### src/rtl/uart_tx_parity4_pkg.sv
// rtl/uart_tx_parity4_pkg.sv - shared types and constants for the parity UART transmitter
//
// Contents:
//   state_t    FSM state encoding (GUARD, IDLE, START, DATA, PARITY, STOP)
//   DATA_BITS  payload bits per frame
//   FRAME_BASE frame cycles excluding stop bits (start + data + parity)
//   PAYLOAD_W  width of one buffered entry ({perr, data})
//   frame_len  total frame cycles for a given stop-bit count
package uart_tx_parity4_pkg;

  typedef enum logic [2:0] {
    ST_GUARD,
    ST_IDLE,
    ST_START,
    ST_DATA,
    ST_PARITY,
    ST_STOP
  } state_t;

  localparam int DATA_BITS  = 4;
  localparam int FRAME_BASE = 1 + DATA_BITS + 1;
  localparam int PAYLOAD_W  = DATA_BITS + 1;

  function automatic int frame_len(input int stop_bits);
    return FRAME_BASE + stop_bits;
  endfunction

endpackage

### src/rtl/uart_tx_parity4_if.sv
// rtl/uart_tx_parity4_if.sv - nibble handshake between a producer and the transmitter
//
// Signals:
//   data_in   nibble to transmit
//   valid_in  data_in/perr_in valid this cycle
//   perr_in   invert the parity bit of this nibble
//   ready_out transmitter accepts data this cycle
// Modports: master (producer), slave (transmitter)
interface uart_tx_parity4_if;
  import uart_tx_parity4_pkg::*;

  logic [DATA_BITS-1:0] data_in;
  logic                 valid_in;
  logic                 perr_in;
  logic                 ready_out;

  modport master (output data_in, output valid_in, output perr_in, input ready_out);
  modport slave  (input data_in, input valid_in, input perr_in, output ready_out);

endinterface

### src/rtl/uart_tx_holdreg.sv
// rtl/uart_tx_holdreg.sv - one-entry valid/ready holding register
//
// Ports:
//   clk, reset          clock, synchronous active-high reset (empties the entry)
//   in_valid/in_ready   write side handshake, in_data payload
//   out_valid/out_ready read side handshake, out_data payload
// in_ready is simply "empty", so a write and a read never coincide.
module uart_tx_holdreg
  import uart_tx_parity4_pkg::*;
(
  input  logic                 clk,
  input  logic                 reset,
  input  logic                 in_valid,
  output logic                 in_ready,
  input  logic [PAYLOAD_W-1:0] in_data,
  output logic                 out_valid,
  input  logic                 out_ready,
  output logic [PAYLOAD_W-1:0] out_data
);

  logic                 full_q;
  logic [PAYLOAD_W-1:0] data_q;

  always_ff @(posedge clk) begin
    if (reset) begin
      full_q <= 1'b0;
      data_q <= '0;
    end else if (in_valid && !full_q) begin
      full_q <= 1'b1;
      data_q <= in_data;
    end else if (full_q && out_ready) begin
      full_q <= 1'b0;
    end
  end

  assign in_ready  = !full_q;
  assign out_valid = full_q;
  assign out_data  = data_q;

endmodule

### src/rtl/uart_tx_parity4.sv
// rtl/uart_tx_parity4.sv - 4-bit serial transmitter with parity and a one-entry buffer
//
// Parameters:
//   STOP_BITS    stop-bit cycles per frame (1 or 2)
//   GUARD_CYCLES line-high cycles after reset before any frame (1..15)
// Ports:
//   clk   clock
//   reset synchronous, active-high
//   up    nibble handshake (slave side)
//   tx    registered serial line, idle high
//   busy  frame in progress or nibble buffered
// Frame: start(0), d0..d3 LSB first, parity (^data ^ perr), STOP_BITS x 1.
module uart_tx_parity4
  import uart_tx_parity4_pkg::*;
#(
  parameter int STOP_BITS    = 1,
  parameter int GUARD_CYCLES = 2
) (
  input  logic               clk,
  input  logic               reset,
  uart_tx_parity4_if.slave   up,
  output logic               tx,
  output logic               busy
);

  localparam logic [3:0] GUARD_LAST = 4'(GUARD_CYCLES - 1);
  localparam logic       STOP_LAST  = 1'(STOP_BITS - 1);
  localparam logic [1:0] BIT_LAST   = 2'(DATA_BITS - 1);

  state_t               state_q, state_d;
  logic [DATA_BITS-1:0] data_q, data_d;
  logic                 perr_q, perr_d;
  logic [1:0]           bitcnt_q, bitcnt_d;
  logic                 stopcnt_q, stopcnt_d;
  logic [3:0]           guardcnt_q, guardcnt_d;
  logic                 tx_d;

  logic                 hold_in_valid, hold_in_ready;
  logic                 hold_out_valid, hold_pop;
  logic [PAYLOAD_W-1:0] hold_out_data;
  logic                 parity;

  // Nothing is taken in during GUARD so the first frame always follows a full guard period.
  assign hold_in_valid = up.valid_in && (state_q != ST_GUARD);
  assign up.ready_out  = hold_in_ready && (state_q != ST_GUARD);

  uart_tx_holdreg u_hold (
    .clk       (clk),
    .reset     (reset),
    .in_valid  (hold_in_valid),
    .in_ready  (hold_in_ready),
    .in_data   ({up.perr_in, up.data_in}),
    .out_valid (hold_out_valid),
    .out_ready (hold_pop),
    .out_data  (hold_out_data)
  );

  assign parity = (^data_q) ^ perr_q;

  // tx is registered from the value of the state being entered, so the line
  // always matches state_q in the same cycle.
  always_comb begin
    state_d    = state_q;
    data_d     = data_q;
    perr_d     = perr_q;
    bitcnt_d   = bitcnt_q;
    stopcnt_d  = stopcnt_q;
    guardcnt_d = guardcnt_q;
    tx_d       = 1'b1;
    hold_pop   = 1'b0;

    unique case (state_q)
      ST_GUARD: begin
        if (guardcnt_q == GUARD_LAST) begin
          state_d    = ST_IDLE;
          guardcnt_d = '0;
        end else begin
          guardcnt_d = guardcnt_q + 4'd1;
        end
      end
      ST_IDLE: begin
        if (hold_out_valid) begin
          state_d  = ST_START;
          data_d   = hold_out_data[DATA_BITS-1:0];
          perr_d   = hold_out_data[DATA_BITS];
          hold_pop = 1'b1;
          tx_d     = 1'b0;
        end
      end
      ST_START: begin
        state_d  = ST_DATA;
        bitcnt_d = '0;
        tx_d     = data_q[0];
      end
      ST_DATA: begin
        if (bitcnt_q == BIT_LAST) begin
          state_d = ST_PARITY;
          tx_d    = parity;
        end else begin
          bitcnt_d = bitcnt_q + 2'd1;
          tx_d     = data_q[bitcnt_q + 2'd1];
        end
      end
      ST_PARITY: begin
        state_d   = ST_STOP;
        stopcnt_d = 1'b0;
      end
      ST_STOP: begin
        if (stopcnt_q == STOP_LAST) begin
          // A waiting nibble starts immediately: no idle gap between frames.
          if (hold_out_valid) begin
            state_d  = ST_START;
            data_d   = hold_out_data[DATA_BITS-1:0];
            perr_d   = hold_out_data[DATA_BITS];
            hold_pop = 1'b1;
            tx_d     = 1'b0;
          end else begin
            state_d = ST_IDLE;
          end
        end else begin
          stopcnt_d = stopcnt_q + 1'b1;
        end
      end
      default: begin
        state_d = ST_GUARD;
      end
    endcase
  end

  always_ff @(posedge clk) begin
    if (reset) begin
      state_q    <= ST_GUARD;
      data_q     <= '0;
      perr_q     <= 1'b0;
      bitcnt_q   <= '0;
      stopcnt_q  <= 1'b0;
      guardcnt_q <= '0;
      tx         <= 1'b1;
    end else begin
      state_q    <= state_d;
      data_q     <= data_d;
      perr_q     <= perr_d;
      bitcnt_q   <= bitcnt_d;
      stopcnt_q  <= stopcnt_d;
      guardcnt_q <= guardcnt_d;
      tx         <= tx_d;
    end
  end

  assign busy = hold_out_valid || ((state_q != ST_IDLE) && (state_q != ST_GUARD));

endmodule

### src/flat_wrapper.sv
// flat-port wrapper written by rule: the top's interface ports become plain ports
module uart_tx_parity4_flat import uart_tx_parity4_pkg::*;
#(
  parameter int STOP_BITS    = 1,
  parameter int GUARD_CYCLES = 2
)
  (clk, reset, tx, busy, up_data_in, up_valid_in, up_perr_in, up_ready_out);
  uart_tx_parity4_if up_i ();
  input  logic clk;
  input  logic reset;
  output logic tx;
  output logic busy;
  input wire logic [$bits(up_i.data_in)-1:0] up_data_in;
  input wire logic [$bits(up_i.valid_in)-1:0] up_valid_in;
  input wire logic [$bits(up_i.perr_in)-1:0] up_perr_in;
  output wire logic [$bits(up_i.ready_out)-1:0] up_ready_out;
  assign up_i.data_in = up_data_in;
  assign up_i.valid_in = up_valid_in;
  assign up_i.perr_in = up_perr_in;
  assign up_ready_out = up_i.ready_out;
  uart_tx_parity4 #(.STOP_BITS(STOP_BITS), .GUARD_CYCLES(GUARD_CYCLES)) u_core (.clk(clk), .reset(reset), .up(up_i), .tx(tx), .busy(busy));
endmodule
### config.mk
export PLATFORM = sky130hd
export DESIGN_NAME = uart_tx_parity4_flat
export DESIGN_NICKNAME = d
export VERILOG_FILES = /design/src/rtl/uart_tx_parity4_pkg.sv /design/src/rtl/uart_tx_parity4_if.sv /design/src/rtl/uart_tx_holdreg.sv /design/src/rtl/uart_tx_parity4.sv /design/src/flat_wrapper.sv
export SDC_FILE = /design/constraint.sdc
export NUM_CORES = 1
export LEC_CHECK = 0
export ABC_AREA = 1
export BUFFER_PORTS_ARGS = -buffer_cell sky130_fd_sc_hd__buf_2
export CAP_MARGIN = 20
export CORE_MARGIN = 4
export CORE_UTILIZATION = 50
export CTS_BUF_LIST = sky130_fd_sc_hd__clkbuf_2
export DETAILED_ROUTE_END_ITERATION = 12
export HOLD_SLACK_MARGIN = 0.1
export PLACE_DENSITY = 0.66
export SETUP_SLACK_MARGIN = 0.1
export SYNTH_ARGS = -nofsm -noshare
export SYNTH_HDL_FRONTEND = slang
export SYNTH_HIERARCHICAL = 1
export SYNTH_SLANG_ARGS = --single-unit
### constraint.sdc
create_clock -name clk -period 2.12 [get_ports clk]
set_input_delay 0.106 -clock clk [delete_from_list [all_inputs] [get_ports clk]]
set_output_delay 0.106 -clock clk [all_outputs]
set_load 0.01 [all_outputs]
==> impl_metrics.json <==
{
  "setup_total_negative_slack_ns": 0,
  "yosys.area.top_type": "dfxtp_1",
  "maxSlewHeadroom": 0.709,
  "wl_met2_um": 1040,
  "yosys.area.top_type_share": 0.387,
  "num_antenna_cells": 0,
  "maxCapViolCount": 0,
  "synth_area_per_cell_sq_um": 6.55,
  "clkLatencyLatePin_ns": 0.30,
  "critical_path.startpoint_type": "flop",
  "top_cells_by_area_in_the_synthesized_netlist": "dfxtp_1 (39%), nand2_1 (13%), nor2_1 (7.9%)",
  "largest_net_degree_at_the_start_of_global_routing": 13,
  "maxSlewViolCount": 0,
  "ctsRootBufferMaster": "clkbuf_2",
  "finalSetupViolCount": 0,
  "globalplace.congestion": 0.868,
  "vdd_ir_drop_max_uv": 652,
  "area_growth_syn_to_layout_pct": 13.5,
  "clock_sinks": 21,
  "synth_area_sq_um": 1090,
  "power.density_cell_area_nw_per_um2": 1030,
  "globalRouteTotalUtil": 0.176,
  "fin_ws_ns": 0.573,
  "antenna_violating_nets_post_route": 0,
  "io_buffer_count": 10,
  "sequential_fraction_of_the_synthesis_area": 0.387,
  "postCtsResizedCells": 0,
  "ys.warnings.count": 6,
  "hold_path_startpoint": "up_data_in[3]",
  "clk_path_buf_depth": 2,
  "timing.critical_path.arrival_ns": 1.80,
  "floorplan.die.width_um": 54.6,
  "regToRegSetupSlack_ns": 0.57,
  "drt-met1-wl_um": 990,
  "grt_antenna_before_repair": 0,
  "reg2regPathDepth": 8,
  "cts_made_buffers": 3,
  "vias_in_the_first_global_route": 947,
  "leakage_power_figure_uw": 0.000550,
  "core_sq_um": 2020,
  "synth.distinct_cells": 22,
  "max_freq_ghz": 0.646,
  "post_route_cells_drive_above_1_share": 0.168,
  "endpoint_kind": "flop",
  "global_route_wire_length_before_repair_um": 3820,
  "synth_fp_nets": 175,
  "outcome": "finished, final reports clean",
  "drt_first_iter_violations": 12,
  "netlist_instances": 166,
  "critical_path_peak_fanout": 7,
  "rr_endpoint": "u_core/u_hold/out_data[3]",
  "clk_transition_reported_paths_ns": 0.19,
  "vias_per_cell": 4.85,
  "num_vias": 1023,
  "detailedRoute.firstPassIterationCount": 4,
  "worstSetupPathType": "reg2reg",
  "regToRegStartpoint": "u_core/state_q[0]",
  "timing.final.crit_period_ns": 1.55,
  "htree_levels": 1,
  "fillerInstances": 198,
  "hold_class": "in2reg",
  "remaining_design_rule_violation_count": 0,
  "whs_path_depth": 5,
  "floorplan.die_area_sq_um": 2980,
  "worst_skew_ns": 0.0105,
  "hold_violations": 0,
  "area_taken_by_flip_flops_and_latches_sq_um": 420,
  "detailed_place_hpwl_um": 1630,
  "wirelength_um": 2110,
  "final_net_count": 194,
  "cts_tree": "built",
  "globalRoute.totalOverflow": 0,
  "floorplan.initialDensity": 0.538,
  "detailroute.wirelength.met3_um": 73,
  "floorplan.die.height_um": 54.6,
  "post_place_worst_slack_ns": 0.644,
  "min_to": "u_core/u_hold/out_data[3]",
  "ios": 11,
  "row_count": 16,
  "layout_worst_path_cycle_share": 0.730,
  "area_taken_by_multi_input_logic_gates_sq_um": 547,
  "postCtsSetupBuffers": 0,
  "cp_data_required_time_ns": 2.37,
  "worst_tran_pin_value_ns": 0.435,
  "synth-seq-cells": 21,
  "route.detailed.wl_per_inst_um": 9.99,
  "unrepaired_setup_endpoints_after_global_routing": "false",
  "fin_total_pwr_uw": 1270,
  "routed.top_layer": "met4"
}
[metrics by stage]
stage / utilization / cell area (sq um) / cells / hold slack [ns]
6_report: 0.610 / 1230 / 211 / 0.122
3_3_place_gp: 0.575 / 1160 / 202 / 0.367
5_1_grt: 0.610 / 1230 / 211 / 0.119
4_1_cts: 0.610 / 1230 / 211 / 0.106
2_1_floorplan: - / 1090 / 166 / 0.175
3_5_place_dp: 0.575 / 1160 / 202 / 0.382
[flip-flops by register name, summed over array words and instances, names as in the netlist]
name and count:
u_core/tx 1, u_core/u_hold/out_valid 1, u_core/state_q 3, u_core/perr_q 1
u_core/bitcnt_q 2, u_core/u_hold/out_data 5, u_core/data_q 4, u_core/guardcnt_q 4
[what timing repair did]
| action | 4_1_cts | 5_1_grt |
|---|---|---|
| hold buffers | 5 | 0 |
| endpoints found under the hold margin | 8 | 0 |
| endpoints found under the setup margin | 0 | 0 |
[worst max-delay path, cell delays in order (launching register included)]
cell and delay [ns]:
dfxtp_1 0.48, nor2_1 0.11, nand2_2 0.12, inv_2 0.07
nor2_1 0.34, inv_2 0.08, nor2_4 0.14, nor2_1 0.06
nor2_1 0.10
[layout by cell type (no fill, tap or decap), drive strengths merged]
cell	n
ha	1
inv	30
a21oi	12
xor2	1
clkbuf	4
nand2	40
dlygate4sd3	5
nor2	28
a211oi	1
o21ai	12
dfxtp	21
nand3b	1
nand3	15
nand4	1
xnor2	1
buf	10
o2111ai	1
[routing by layer]
metal / GRT usage / up-vias
met3: 0.0245 / 2
met5: 0 / -
met4: 0.0747 / 0
met2: 0.305 / 12
li1: - / 553
met1: 0.214 / 456
[cell type report]
| type | count | area share |
|---|---|---|
| clock buffers | 4 | 0.0162 |
| well taps | 27 | 0.0274 |
| multi-input cells | 114 | 0.443 |
| inverters | 30 | 0.0913 |
| repair buffers | 15 | 0.0811 |
| flip-flops and latches | 21 | 0.341 |
[Yosys cell counts]
| library cell | number |
|---|---|
| a21oi_2 | 1 |
| xnor2_1 | 1 |
| dfxtp_1 | 21 |
| o21ai_1 | 1 |
| nand2_1 | 38 |
| buf_4 | 1 |
| nand3_2 | 1 |
| o2111ai_1 | 1 |
| a21oi_1 | 11 |
| inv_2 | 8 |
| nand2_2 | 2 |
| xor2_1 | 1 |
| nor2_1 | 23 |
| ha_1 | 1 |
| nor2_4 | 2 |
| nand3b_1 | 1 |
| o21ai_0 | 11 |
| a211oi_1 | 1 |
| nor2_2 | 3 |
| nand4_1 | 1 |
| nand3_1 | 14 |
| inv_1 | 22 |
[power breakdown]
group | switching, uW | internal (uW)
logic | 351 | 201
registers | 78.5 | 479
clock network | 111 | 50.0
total | 540 | 729
[logic make-up after synthesis]
family	share of synthesized area
buf+inv	0.110
flops	0.387
compound gates	0.129
simple gates	0.346
xor+xnor	0.0161
fa+ha+maj	0.0115
[how the worst max path moves through the flow]
| stage | start | to | slack, ns | cells past startpoint |
|---|---|---|---|---|
| final | u_core/state_q[0] | u_core/u_hold/out_data[3] | 0.57 | 8 |
| after global routing | u_core/state_q[0] | u_core/u_hold/out_data[2] | 0.37 | 8 |
| after CTS | u_core/state_q[0] | u_core/u_hold/out_data[3] | 0.59 | 8 |
| after detailed placement | u_core/state_q[0] | u_core/u_hold/out_data[3] | 0.64 | 8 |
| after global placement | u_core/state_q[0] | u_core/u_hold/out_data[4] | 0.72 | 8 |
| after floorplan | u_core/state_q[0] | u_core/u_hold/out_data[0] | 0.82 | 8 |
No activity file was read; power rests on OpenSTA's default activity.
